$ cat src/rtl/stage_out_buffer.sv
// stage_out_buffer: output FIFO after the stage3 pipeline, valid/ready to consumer, sticky overflow
// Ports: clk, rst (sync, active-high); in_valid/in_data push side, in_ready = !full (advisory);
//        out_valid/out_ready/out_data pop side, out_data is 0 when empty; count = occupancy;
//        overflow sticky on dropped push, cleared by clear_ovf (set wins).
// Macro STAGE_OUT_BUFFER_PARITY_EN: stores even parity with each word and adds out_parity.
module stage_out_buffer #(
  parameter int WIDTH = 8,
  parameter int DEPTH = 4,
  localparam int CW = $clog2(DEPTH + 1)
) (
  input  logic             clk,
  input  logic             rst,
  input  logic             in_valid,
  input  logic [WIDTH-1:0] in_data,
  output logic             in_ready,
  output logic             out_valid,
  input  logic             out_ready,
  output logic [WIDTH-1:0] out_data,
  output logic [CW-1:0]    count,
`ifdef STAGE_OUT_BUFFER_PARITY_EN
  output logic             out_parity,
`endif
  output logic             overflow,
  input  logic             clear_ovf
);
  localparam int AW = $clog2(DEPTH);
`ifdef STAGE_OUT_BUFFER_PARITY_EN
  localparam int SW = WIDTH + 1;
`else
  localparam int SW = WIDTH;
`endif
  logic [SW-1:0] r_mem [DEPTH];
  logic [AW-1:0] r_wr, r_rd;
  logic [CW-1:0] r_count;
  logic          r_ovf;
  logic          w_full, w_push, w_pop, w_drop;
  logic [SW-1:0] w_wdata, w_head;
  assign w_full = r_count == CW'(DEPTH);
  assign w_push = in_valid && !w_full;
  assign w_drop = in_valid && w_full;
  assign w_pop = out_valid && out_ready;
`ifdef STAGE_OUT_BUFFER_PARITY_EN
  assign w_wdata = {^in_data, in_data};
  assign out_parity = out_valid ? w_head[WIDTH] : 1'b0;
`else
  assign w_wdata = in_data;
`endif
  assign w_head = r_mem[r_rd];
  assign out_valid = r_count != '0;
  assign out_data = out_valid ? w_head[WIDTH-1:0] : '0;
  assign in_ready = !w_full;
  assign count = r_count;
  assign overflow = r_ovf;
  always_ff @(posedge clk)
    if (w_push && !rst) r_mem[r_wr] <= w_wdata;
  always_ff @(posedge clk) begin
    if (rst) begin
      r_wr <= '0;
      r_rd <= '0;
      r_count <= '0;
      r_ovf <= 1'b0;
    end else begin
      if (w_push) r_wr <= r_wr + AW'(1);
      if (w_pop) r_rd <= r_rd + AW'(1);
      r_count <= r_count + CW'(w_push) - CW'(w_pop);
      r_ovf <= w_drop ? 1'b1 : clear_ovf ? 1'b0 : r_ovf;
    end
  end
endmodule
$ cat config.mk
export PLATFORM = sky130hd
export DESIGN_NAME = stage_out_buffer
export DESIGN_NICKNAME = d
export VERILOG_FILES = /design/src/rtl/stage_out_buffer.sv
export SDC_FILE = /design/constraint.sdc
export NUM_CORES = 1
export LEC_CHECK = 0
export ABC_CLOCK_PERIOD_IN_PS = 2700
export CELL_PAD_IN_SITES_DETAIL_PLACEMENT = 2
export CELL_PAD_IN_SITES_GLOBAL_PLACEMENT = 2
export CORE_AREA = 2 2 72 74
export DETAILED_ROUTE_END_ITERATION = 12
export DIE_AREA = 0 0 74 76
export GPL_TIMING_DRIVEN = 1
export PLACE_DENSITY = 0.79
export SYNTH_ARGS = -nofsm -noshare
export SYNTH_HDL_FRONTEND = slang
export SYNTH_SLANG_ARGS = --single-unit
$ cat constraint.sdc
create_clock -name clk -period 2.7 [get_ports clk]
set_input_delay 0.675 -clock clk [delete_from_list [all_inputs] [get_ports clk]]
set_output_delay 0.675 -clock clk [all_outputs]
set_load 0.005 [all_outputs]
==> results.sh <==
export IMPL_path_class="flop to output port"
export IMPL_final_hold_viol_count=0
export IMPL_worstPathMaxFanout=8
export IMPL_die_h_um=76
export IMPL_area_growth_pct=29.0
export IMPL_dpl_cell_area_um2=2110
export IMPL_syn_cell_area_um2=1720
export IMPL_layout_nets=163
export IMPL_status="finished clean"
export IMPL_ioPinCount=27
export IMPL_hold_ws_ns=0.520
export IMPL_yosysSeqAreaShare_pct=67.4
export IMPL_cts_tree="built"
export IMPL_hold_class="flop to flop"
export IMPL_grt_setup_unrepaired="false"
export IMPL_n_antenna_cell=0
export IMPL_cpLargestDelayFamily="buffers and inverters"
export IMPL_postCtsSetupBuffers=0
export IMPL_overflow=0
export IMPL_p_int_mw=1.43
export IMPL_via_per_inst=4.62
export IMPL_drt_iter0_markers=56
export IMPL_relSlewSlack_pct=66.1
export IMPL_yosysWarningCount=0
export IMPL_clkPwrFrac_pct=24.8
export IMPL_met1_usage_pct=17.8
export IMPL_cp_end_kind="output port"
export IMPL_start_kind="flop"
export IMPL_initial_core_util_pct=35.1
export IMPL_core_area_um2=4910
export IMPL_drive_above_1_share_pct=19.3
export IMPL_pwr_density_cell_nw_per_um2=892
export IMPL_synth_cell_type_count=28
export IMPL_syn_area_per_cell_um2=16.1
export IMPL_ys_flop_type="edfxtp_1"
export IMPL_wl_per_cell_um=18.3
export IMPL_cts_root_buf="clkbuf_8"
export IMPL_met3_usage_pct=3.57
export IMPL_final_core_util_pct=45.3
export IMPL_grt_antenna_before_repair=0
export IMPL_max_stage_delay_ns=0.52
export IMPL_dp_hpwl_mm=2.83
export IMPL_worst_endpoint_arrival_ns=1.90
export IMPL_path_cells="buf_6 > mux4_2 > nor2b_1 > clkdlybuf4s50_1"
export IMPL_finalSetupViolCount=0
export IMPL_finalClockSkew_ns=0.00876
export IMPL_fmax_mhz=388
export IMPL_period_minus_slack_ns=2.58
export IMPL_p_seq_share_pct=41.5
export IMPL_async_flop_share_pct=0
export IMPL_antenna_left=0
export IMPL_ir_worst_vdd_uv=327
export IMPL_period_share_pct=95.5
export IMPL_most_common_layout_cells="edfxtp_1, clkdlybuf4s50_1, dfxtp_1, nor2b_1"
export IMPL_cp_buffers_inverters=2
export IMPL_numClockSinks=42
export IMPL_slew_viol_final=0
export IMPL_final_common_cell="edfxtp_1"
export IMPL_combPwrFrac_pct=33.7
export IMPL_met2_usage_pct=29.1
export IMPL_cpMaxStageDelayCell="mux4_2"
export IMPL_top_usage_layer="met2"
export IMPL_synth_area_leaders="edfxtp_1, dfxtp_1, mux4_2"
export IMPL_place_congestion=0.702
export IMPL_yosysTopAreaCell="edfxtp_1"
export IMPL_first_pass_iters=4
export IMPL_post_route_cell_area_um2=2220
export IMPL_route_detailed_drc=0
export IMPL_tns_ns=0
export IMPL_grt_max_degree=14
export IMPL_fp_row_count=26
export IMPL_port_buffers=26
export IMPL_cts_hold_buffers=0
export IMPL_synth_edf_count=32
export IMPL_grt_use_total_pct=16.1
export IMPL_num_vias=994
export IMPL_max_cap_violations=0
export IMPL_synth_fp_nets=126
export IMPL_cts_reportedPaths_clkPinSlew_ns=0.08
export IMPL_fp_dieW_um=74
export IMPL_grt_first_pass_wirelength_mm=6.44
export IMPL_swShare_pct=27.7
export IMPL_netlist_instances=107
export IMPL_htreeDepth=2
export IMPL_p_switching_mw=0.549
export IMPL_crit_required_ns=2.03
export IMPL_worst_slew_pin_slew_ns=0.505
export IMPL_grt_pass1_vias=1191
export IMPL_cts_buffers=5
export IMPL_wl_mm=3.94
export IMPL_power_leakage_nw=0.774
export IMPL_ys_seq_elements=42
export IMPL_die_area_um2=5620
export IMPL_clk_insertion_delay_late_ns=0.30
export IMPL_yosys_area_top_type_share_pct=55.8
export IMPL_clockBufferDepth=2
==> what timing repair did <==
item,4_1_cts,5_1_grt
endpoints found under the hold margin,0,0
setup endpoints to repair,0,3
resized for setup,0,1
==> power by group through the flow <==
stage          Clock, mW  Combinational, mW  Sequential [mW]
5_1_grt            0.530              0.746            0.835
4_1_cts            0.503              0.687            0.823
3_5_place_dp           0              0.683            0.838
3_3_place_gp           0              0.633            0.830
6_report           0.492              0.668            0.822
2_1_floorplan          0              0.358            0.815
==> stage by stage <==
step	setup slack [ns]	std cells	total power, mW
floorplan	0.448	107	1.17
global placement	0.172	207	1.46
detailed placement	-0.00223	207	1.52
CTS	0.0454	215	2.01
global route	0.00890	215	2.11
finish	0.123	215	1.98
==> registers in the layout, indices dropped and copies added (netlist names), named ones only <==
signal	flops
r_rd	2
overflow	1
r_wr	2
r_mem	32
count	3
==> kinds of logic after synthesis <==
kind of cell | Yosys count | share of synthesized area (%)
adder cells (fa/ha/maj) | 6 | 4.79
AND/OR/NAND/NOR | 29 | 9.73
XOR/XNOR | 3 | 1.53
multiplexers | 8 | 10.5
buffers and inverters | 11 | 2.90
AO/OA/AOI/OAI | 8 | 3.20
flip-flops | 42 | 67.4
==> path summary, 6_finish.rpt <==
| path | from | to | slack (ns) | cells past startpoint |
|---|---|---|---|---|
| setup / recovery | flop | out_data[1] | 0.12 | 4 |
| hold reg to reg | r_rd[1]$_SDFFE_PP0P_ | flop | 0.52 | 2 |
| setup reg to reg | count[1]$_SDFF_PP0_ | count[2]$_SDFF_PP0_ | 0.34 | 9 |
| hold / removal | r_rd[1]$_SDFFE_PP0P_ | flop | 0.52 | 2 |
==> worst min-delay path, delay by kind of cell, from the launching register on <==
family             cells  cell delay, ns
AOI/OAI and AO/OA      2            0.16
DFF                    1            0.31
==> synth_stat cells, drive strengths merged (2+ instances only) <==
library cell and number:
nor2b 9, dfxtp 10, mux4 8, xor2 2
nand2 2, a21oi 3, nand3 2, nor3 2
edfxtp 32, buf 3, nor2 6, a21o 2
nor3b 4, and2 2, inv 6, ha 5
clkbuf 2
==> final cells by class <==
class,instances,area [um2]
fillers,486,2690
flip-flops and latches,42,1160
multi-input cells,54,512
repair buffers,35,332
well taps,70,87.6
clock buffers,5,68.8
clock inverters,3,40.0
inverters,6,22.5
==> metal layers <==
| metal | share of wire [%] | wire, um | up-vias |
|---|---|---|---|
| li1 | - | - | 465 |
| met1 | 38 | 1510 | 499 |
| met2 | 56 | 2230 | 25 |
| met3 | 3.8 | 149 | 5 |
| met4 | 1.4 | 55 | 0 |
| met5 | 0 | 0 | - |
Power figures use the tool's default switching activity.
